`src/rtl/systolic_drain.sv`:
```
// Systolic array drain: collects per-row east-end words into a double-buffered
// N x N store and replays each matrix row-major on one valid/ready stream.
// Optional build macro DRAIN_DROP_CNT_EN adds a saturating dropped-word counter.
module systolic_drain #(
    parameter int N       = 4,
    parameter int D_W_ACC = 64
) (
    input  logic                 clk,
    input  logic                 rst_n,
    input  logic [N*D_W_ACC-1:0] in_data,
    input  logic [N-1:0]         in_valid,
    output logic [D_W_ACC-1:0]   m_data,
    output logic                 m_valid,
    input  logic                 m_ready,
    output logic                 m_last,
    output logic                 overflow
`ifdef DRAIN_DROP_CNT_EN
    ,
    output logic [15:0]          drop_cnt
`endif
);
    localparam int CW = $clog2(N);
    localparam logic [CW-1:0] LAST_IDX = CW'(N - 1);

    // Stream handshake: a word transfers on every rising edge where m_valid and
    // m_ready are both high; m_data/m_last hold while m_valid is high and m_ready low.
    typedef enum logic [1:0] {B_EMPTY, B_FILLING, B_FULL, B_READING} bank_state_t;
    typedef enum logic [1:0] {R_IDLE, R_LOAD, R_SEND} rd_state_t;

    logic [D_W_ACC-1:0] mem [2][N][N];
    bank_state_t        bank_state [2];
    logic [N-1:0]       done [2];
    logic [CW-1:0]      wcnt [N];
    logic [CW-1:0]      wcol [N];
    logic [N-1:0]       wbank;
    logic [N-1:0]       wr_en;
    logic [N-1:0]       drop;
    logic [1:0]         bank_hit;

    rd_state_t          rd_state, rd_next;
    logic               rptr;
    logic [CW-1:0]      rrow, rcol, nrow, ncol;
    logic               start_read, last_hs;

    // Rows arrive east-first, so the write column counts down from N-1.
    always_comb begin
        for (int i = 0; i < N; i++) begin
            wcol[i]  = LAST_IDX - wcnt[i];
            wr_en[i] = in_valid[i] && (bank_state[wbank[i]] == B_EMPTY ||
                                       bank_state[wbank[i]] == B_FILLING);
            drop[i]  = in_valid[i] && !wr_en[i];
        end
        bank_hit[0] = |(wr_en & ~wbank);
        bank_hit[1] = |(wr_en & wbank);
    end

    always_ff @(posedge clk) begin
        for (int i = 0; i < N; i++) begin
            if (wr_en[i]) mem[wbank[i]][i][wcol[i]] <= in_data[i*D_W_ACC +: D_W_ACC];
        end
    end

    always_ff @(posedge clk or negedge rst_n) begin
        if (!rst_n) begin
            for (int b = 0; b < 2; b++) begin
                bank_state[b] <= B_EMPTY;
                done[b]       <= '0;
            end
            for (int i = 0; i < N; i++) wcnt[i] <= '0;
            wbank    <= '0;
            overflow <= 1'b0;
        end else begin
            for (int i = 0; i < N; i++) begin
                if (wr_en[i]) begin
                    if (wcnt[i] == LAST_IDX) begin
                        wcnt[i]           <= '0;
                        wbank[i]          <= ~wbank[i];
                        done[wbank[i]][i] <= 1'b1;
                    end else begin
                        wcnt[i] <= wcnt[i] + 1'b1;
                    end
                end
            end
            // Write side only moves EMPTY/FILLING, read side only FULL/READING.
            for (int b = 0; b < 2; b++) begin
                case (bank_state[b])
                    B_EMPTY:   if (bank_hit[b]) bank_state[b] <= B_FILLING;
                    B_FILLING: if (&done[b]) bank_state[b] <= B_FULL;
                    B_FULL:    if (start_read && rptr == 1'(b)) bank_state[b] <= B_READING;
                    B_READING: if (last_hs && rptr == 1'(b)) begin
                        bank_state[b] <= B_EMPTY;
                        done[b]       <= '0;
                    end
                    default:   bank_state[b] <= B_EMPTY;
                endcase
            end
            overflow <= overflow | (|drop);
        end
    end

`ifdef DRAIN_DROP_CNT_EN
    logic [16:0] drop_sum;
    always_comb begin
        drop_sum = {1'b0, drop_cnt};
        for (int i = 0; i < N; i++) drop_sum = drop_sum + 17'(drop[i]);
    end

    always_ff @(posedge clk or negedge rst_n) begin
        if (!rst_n) drop_cnt <= '0;
        else        drop_cnt <= drop_sum[16] ? 16'hFFFF : drop_sum[15:0];
    end
`endif

    always_comb begin
        start_read = (rd_state == R_IDLE) && (bank_state[rptr] == B_FULL);
        last_hs    = (rd_state == R_SEND) && m_ready && (rrow == LAST_IDX) && (rcol == LAST_IDX);
        ncol       = (rcol == LAST_IDX) ? '0 : rcol + 1'b1;
        nrow       = (rcol == LAST_IDX) ? rrow + 1'b1 : rrow;
        rd_next    = rd_state;
        case (rd_state)
            R_IDLE:  if (start_read) rd_next = R_LOAD;
            R_LOAD:  rd_next = R_SEND;
            R_SEND:  if (last_hs) rd_next = R_IDLE;
            default: rd_next = R_IDLE;
        endcase
    end

    always_ff @(posedge clk or negedge rst_n) begin
        if (!rst_n) rd_state <= R_IDLE;
        else        rd_state <= rd_next;
    end

    always_ff @(posedge clk or negedge rst_n) begin
        if (!rst_n) begin
            m_valid <= 1'b0;
            m_last  <= 1'b0;
            m_data  <= '0;
            rptr    <= 1'b0;
            rrow    <= '0;
            rcol    <= '0;
        end else begin
            case (rd_state)
                R_LOAD: begin
                    m_valid <= 1'b1;
                    m_last  <= 1'b0;
                    m_data  <= mem[rptr][0][0];
                    rrow    <= '0;
                    rcol    <= '0;
                end
                R_SEND: if (m_ready) begin
                    if (last_hs) begin
                        m_valid <= 1'b0;
                        m_last  <= 1'b0;
                        rptr    <= ~rptr;
                    end else begin
                        rrow    <= nrow;
                        rcol    <= ncol;
                        m_data  <= mem[rptr][nrow][ncol];
                        m_last  <= (nrow == LAST_IDX) && (ncol == LAST_IDX);
                    end
                end
                default: ;
            endcase
        end
    end
endmodule
```
`config.mk`:
```
export PLATFORM = sky130hd
export DESIGN_NAME = systolic_drain
export DESIGN_NICKNAME = d
export VERILOG_FILES = /design/src/rtl/systolic_drain.sv
export SDC_FILE = /design/constraint.sdc
export NUM_CORES = 2
export LEC_CHECK = 0
export BUFFER_PORTS_ARGS = -buffer_cell sky130_fd_sc_hd__buf_2
export CAP_MARGIN = 10
export CORE_UTILIZATION = 65
export DETAILED_ROUTE_END_ITERATION = 8
export PLACE_DENSITY = 0.82
export SETUP_SLACK_MARGIN = 0.4
export SLEW_MARGIN = 30
export SYNTH_ARGS = -nofsm -noshare
export SYNTH_HDL_FRONTEND = slang
export SYNTH_SLANG_ARGS = --single-unit
export TNS_END_PERCENT = 5
```
`constraint.sdc`:
```
create_clock -name clk -period 9.5 [get_ports clk]
set_clock_uncertainty 0.2 [all_clocks]
set_input_delay 1.9 -clock clk [delete_from_list [all_inputs] [get_ports clk]]
set_output_delay 1.9 -clock clk [all_outputs]
set_load 0.01 [all_outputs]
```
==> results <==
- The run finished with clean final reports.
- The remaining global-route overflow is 0.
- The minimum clock period is 4.72 ns.
- For this design, the sink count on the clock tree is 2146.
- The fraction of layout cells with a size suffix above 1 is roughly 18%.
- Measured along the y axis, the die boundary spans 364 µm.
- After synthesis the netlist holds a flip-flop and latch count of 2146.
- The length of the first detailed-routing pass in iterations is 6.
- The remaining antenna violation count is 0.
- The die covers 0.133 mm².
- The footprint of the flip-flops and latches is 0.0640 mm².
- The tightest min-delay check is of the reg2reg type.
- After clock tree synthesis, the clock-pin slew on the worst setup and hold paths is approximately 0.060 ns.
- After synthesis the cells add up to ~0.085 mm².
- Relative to the synthesized area, the layout overhead comes to 11.8%.
- The transition time at the pin with the least slew margin is 1.13 ns.
- For this run, design rule violations remaining after detail routing come to 0.
- The prevailing post-synth register cell is sky130_fd_sc_hd__edfxtp_1.
- The worst path arrival time is 5.23 ns.
- The pin count of the biggest net entering global routing is 175.
- Walking the worst path, the cells encountered are ha_1, buf_4, xor2_4, buf_4, buf_12, buf_16, nand2_1, a32o_1, a31oi_1, o2111ai_1, a31oi_1.
- The biggest area contributor in the post-synthesis netlist is sky130_fd_sc_hd__edfxtp_1.
- Sequential elements use 75.1% of the synthesized area.
- For this design the top-level I/O count stands at 330.
- In the post-synthesis netlist, the biggest area contributors are sky130_fd_sc_hd__edfxtp_1 72%, sky130_fd_sc_hd__mux2i_1 5.9%, sky130_fd_sc_hd__mux4_2 5.1%.
- Across every metal layer, demand over resource in global routing totals around 39%.
- The tree is rooted in a sky130_fd_sc_hd__clkbuf_16.
- Setup repair after global routing left no endpoint under its margin.
- Summed over its instances, the top area cell type makes up roughly 72% of the synthesized netlist area.
- TritonCTS built the clock tree.
- The number of global-route vias before repair came to between 50000 and 60000.
- The maximum VDD drop is 0.000580 V.
- The fraction of met3 tracks used by global routing is 10.8%.
- The routing layer with the top usage in global route is met2.
- The detail-routed net length per standard cell is 36.0 µm.
- The mean number of vias per cell is 7.37.
- The total of hold buffers inserted after clock tree synthesis is 0.
- The area of the multi-input gates is 0.0201 mm².
- The start-to-end type of the worst setup path is reg2reg.
- The mean instance size in the synthesized netlist is 17.1 µm².
- For this run, global-route usage on met1 was measured as 50.2%.
- The clock reaches the later pin of the worst-skew pair after around 0.86 ns.
- The final number of hold-violating endpoints is 0.
- The net count of the finished layout is about 5600.
- The total of max-cap violations is 0.
- Data on the critical path is required at its endpoint by 10.02 ns.
- The number of antenna violations at the first check in global routing is 36.
- Detailed placement finished with a half-perimeter wire length of 140000 µm.
- STA classifies the critical path startpoint as a flop.
- The power density of the placed cells is between 300 and 400 mW/mm².
- The placeable core area is about 0.13 mm².
- The net count after synthesis is 5287.
- The first global-routing pass estimated 366000 µm of wire.
- For this design, the slowest cell found on the critical path is sky130_fd_sc_hd__buf_4.
- In this run the tightest slew margin relative to its limit is 24.7%.
- In the synthesized netlist, the number of instances is 4995.
- The number of standard-cell rows in the floorplan is 132.
- The number of buffers inserted by port buffering is 329.
- The synthesized design contains just over 2000 enable-type register cells.
- On the worst path, the slowest cell contributes a delay of 0.66 ns.
- Wires add up to around 260000 µm.
- In this run the worst path has a maximum fanout of 101.
- After synthesis, the share of flip-flops with an asynchronous set or reset is 4.57%.
- The global routing met2 resource utilization is 61.0%.
- The worst setup path is captured at a flop.
- Counting along the longest clock path gives a buffer depth of 3.
- The first routing iteration left about 9000 violations.
- The leakage power of the design is about 31 nW.
- From left edge to right edge, the die measures 364 µm.
- The layout has 7320 filler cells.
- The critical path's top delay family is buffers and inverters.
- Routability-driven placement finished with a final weighted congestion of 0.861.
- The total count of max-transition violations in the final report is 0.
- The routed via count is 53200.
- The total clock buffers created by CTS is 200.
- Of the available clock period, the critical path in the final layout requires 49.7%.
- After routing, the total negative slack on setup checks comes to 0 ns.
- The number of cells upsized or downsized after cts is 0.
- During synthesis, Yosys emitted a total of 0 warnings.
- The final standard cell utilization of the core is 73.4%.
- The H-tree was split into 4 levels.
- The buffers plus inverters on the worst setup path is 4.
- The achievable clock frequency is 212 MHz.
- The initial standard-cell utilization of the core is 65.6%.
- The count of distinct cell types in the synthesized netlist is 50.
- Setup violations remaining at the end of the flow were counted as 0.
- Post-CTS timing repair inserted 0 buffers for setup.
power by group:
group	leakage, nW	internal, mW	switching, mW
Clock	3.12	4.39	3.49
Combinational	8.15	3.33	6.65
Sequential	19.6	11.6	0.573
Total	30.9	19.3	10.7
cell usage in the layout (no fill, tap or decap), types with 6 or more instances in the layout:
| cell | netlist | routed |
|---|---|---|
| sky130_fd_sc_hd__mux2_2 | 11 | 10 |
| sky130_fd_sc_hd__buf_4 | 4 | 60 |
| sky130_fd_sc_hd__diode_2 | 0 | 26 |
| sky130_fd_sc_hd__and2_4 | 0 | 32 |
| sky130_fd_sc_hd__clkinv_2 | 0 | 36 |
| sky130_fd_sc_hd__o31ai_1 | 64 | 64 |
| sky130_fd_sc_hd__buf_6 | 0 | 14 |
| sky130_fd_sc_hd__o21ai_0 | 75 | 75 |
| sky130_fd_sc_hd__nand2_1 | 788 | 787 |
| sky130_fd_sc_hd__ha_1 | 29 | 28 |
| sky130_fd_sc_hd__clkinv_1 | 0 | 38 |
| sky130_fd_sc_hd__nor2_1 | 30 | 27 |
| sky130_fd_sc_hd__o2111ai_1 | 63 | 63 |
| sky130_fd_sc_hd__edfxtp_1 | 2048 | 2048 |
| sky130_fd_sc_hd__buf_16 | 0 | 6 |
| sky130_fd_sc_hd__a211oi_1 | 62 | 62 |
| sky130_fd_sc_hd__nand3_1 | 7 | 7 |
| sky130_fd_sc_hd__a21o_1 | 8 | 8 |
| sky130_fd_sc_hd__a32o_1 | 63 | 63 |
| sky130_fd_sc_hd__a31oi_1 | 254 | 254 |
| sky130_fd_sc_hd__buf_12 | 0 | 6 |
| sky130_fd_sc_hd__inv_1 | 18 | 14 |
| sky130_fd_sc_hd__clkbuf_8 | 0 | 13 |
| sky130_fd_sc_hd__buf_2 | 94 | 328 |
| sky130_fd_sc_hd__and3_1 | 65 | 64 |
| sky130_fd_sc_hd__a22oi_1 | 63 | 63 |
| sky130_fd_sc_hd__nand2b_1 | 9 | 8 |
| sky130_fd_sc_hd__a221oi_1 | 125 | 125 |
| sky130_fd_sc_hd__mux2i_1 | 506 | 506 |
| sky130_fd_sc_hd__clkbuf_16 | 0 | 204 |
| sky130_fd_sc_hd__dfrtp_1 | 98 | 96 |
| sky130_fd_sc_hd__clkbuf_1 | 200 | 49 |
| sky130_fd_sc_hd__bufinv_16 | 0 | 13 |
| sky130_fd_sc_hd__nand4_1 | 6 | 6 |
| sky130_fd_sc_hd__mux4_2 | 194 | 194 |
flip-flops by register name (all words and copies together) (netlist names):
register,count
m_valid,1
m_last,1
rd_state,2
rcol,2
mem,2048
overflow,1
done,8
wbank,4
rptr,1
wcnt,8
m_data,64
bank_state,4
rrow,2
path summary, 6_finish.rpt:
kind / slack, ns / cells past startpoint / endpoint / start
worst max register to register: 4.78 / 11 / m_data[17] / rcol[0]
min in group asynchronous: 0.96 / 1 / m_data[14] / rst_n
max in group asynchronous: 6.66 / 2 / rrow[0] / rst_n
worst max-delay path: 4.78 / 11 / m_data[17] / rcol[0]
worst min-delay path: 0.29 / 1 / done[0] / done[0]
worst min register to register: 0.29 / 1 / done[0] / done[0]
metrics by stage:
| stage | cell area (µm²) | power [mW] | cells | setup WS, ns | hold slack, ns |
|---|---|---|---|---|---|
| 2_1_floorplan | 85200 | 18.4 | 4995 | 5.16 | 0.264 |
| 3_3_place_gp | 88600 | 21.5 | 6818 | 4.76 | 0.274 |
| 3_5_place_dp | 88700 | 21.8 | 6821 | 4.69 | 0.281 |
| 4_1_cts | 95100 | 29.7 | 7192 | 4.91 | 0.295 |
| 5_1_grt | 95200 | 30.7 | 7209 | 4.58 | 0.309 |
| 6_report | 95200 | 30.0 | 7221 | 4.78 | 0.295 |
synthesized netlist by cell type, types with 3 or more instances:
library cell                instances
sky130_fd_sc_hd__a211oi_1          62
sky130_fd_sc_hd__a21o_1             8
sky130_fd_sc_hd__a21oi_1            3
sky130_fd_sc_hd__a221oi_1         125
sky130_fd_sc_hd__a22oi_1           63
sky130_fd_sc_hd__a31oi_1          254
sky130_fd_sc_hd__a32o_1            63
sky130_fd_sc_hd__a32oi_1            3
sky130_fd_sc_hd__and2_1            33
sky130_fd_sc_hd__and3_1            65
sky130_fd_sc_hd__buf_1             29
sky130_fd_sc_hd__buf_2             94
sky130_fd_sc_hd__buf_4              4
sky130_fd_sc_hd__clkbuf_1         200
sky130_fd_sc_hd__dfrtp_1           98
sky130_fd_sc_hd__edfxtp_1        2048
sky130_fd_sc_hd__ha_1              29
sky130_fd_sc_hd__inv_1             18
sky130_fd_sc_hd__mux2_2            11
sky130_fd_sc_hd__mux2i_1          506
sky130_fd_sc_hd__mux4_2           194
sky130_fd_sc_hd__nand2_1          788
sky130_fd_sc_hd__nand2b_1           9
sky130_fd_sc_hd__nand3_1            7
sky130_fd_sc_hd__nand4_1            6
sky130_fd_sc_hd__nor2_1            30
sky130_fd_sc_hd__nor2b_1            5
sky130_fd_sc_hd__nor3_1             7
sky130_fd_sc_hd__nor4_1             3
sky130_fd_sc_hd__o2111ai_1         63
sky130_fd_sc_hd__o211ai_1           4
sky130_fd_sc_hd__o21a_1             5
sky130_fd_sc_hd__o21ai_0           75
sky130_fd_sc_hd__o31ai_1           64
kinds of logic (layout without fill, tap and decap cells):
kind of cell,after synthesis,after routing,share of synthesized area [%]
flops,2146,2146,75.1
xor+xnor,2,2,0.0206
fa+ha+maj,29,29,0.426
other cells,0,26,0
buf+inv,345,803,1.68
compound gates,804,804,6.97
mux,711,711,11.2
simple gates,958,958,4.62
per-layer routing:
metal | share of wire [%] | up-vias
met3 | 15 | 1116
met2 | 47 | 5263
li1 | - | 20600
met4 | 6.4 | 30
met5 | 0.068 | -
met1 | 32 | 26200
cell type report:
type	count	area share [%]
sequential	2146	67.2
multi-input combinational	2504	21.1
clock buffer	266	5.74
timing repair buffer	414	2.66
tap	1742	2.29
clock inverter	105	0.945
inverter	18	0.0814
antenna	26	0.0683
(Power assumes the default switching activity.)
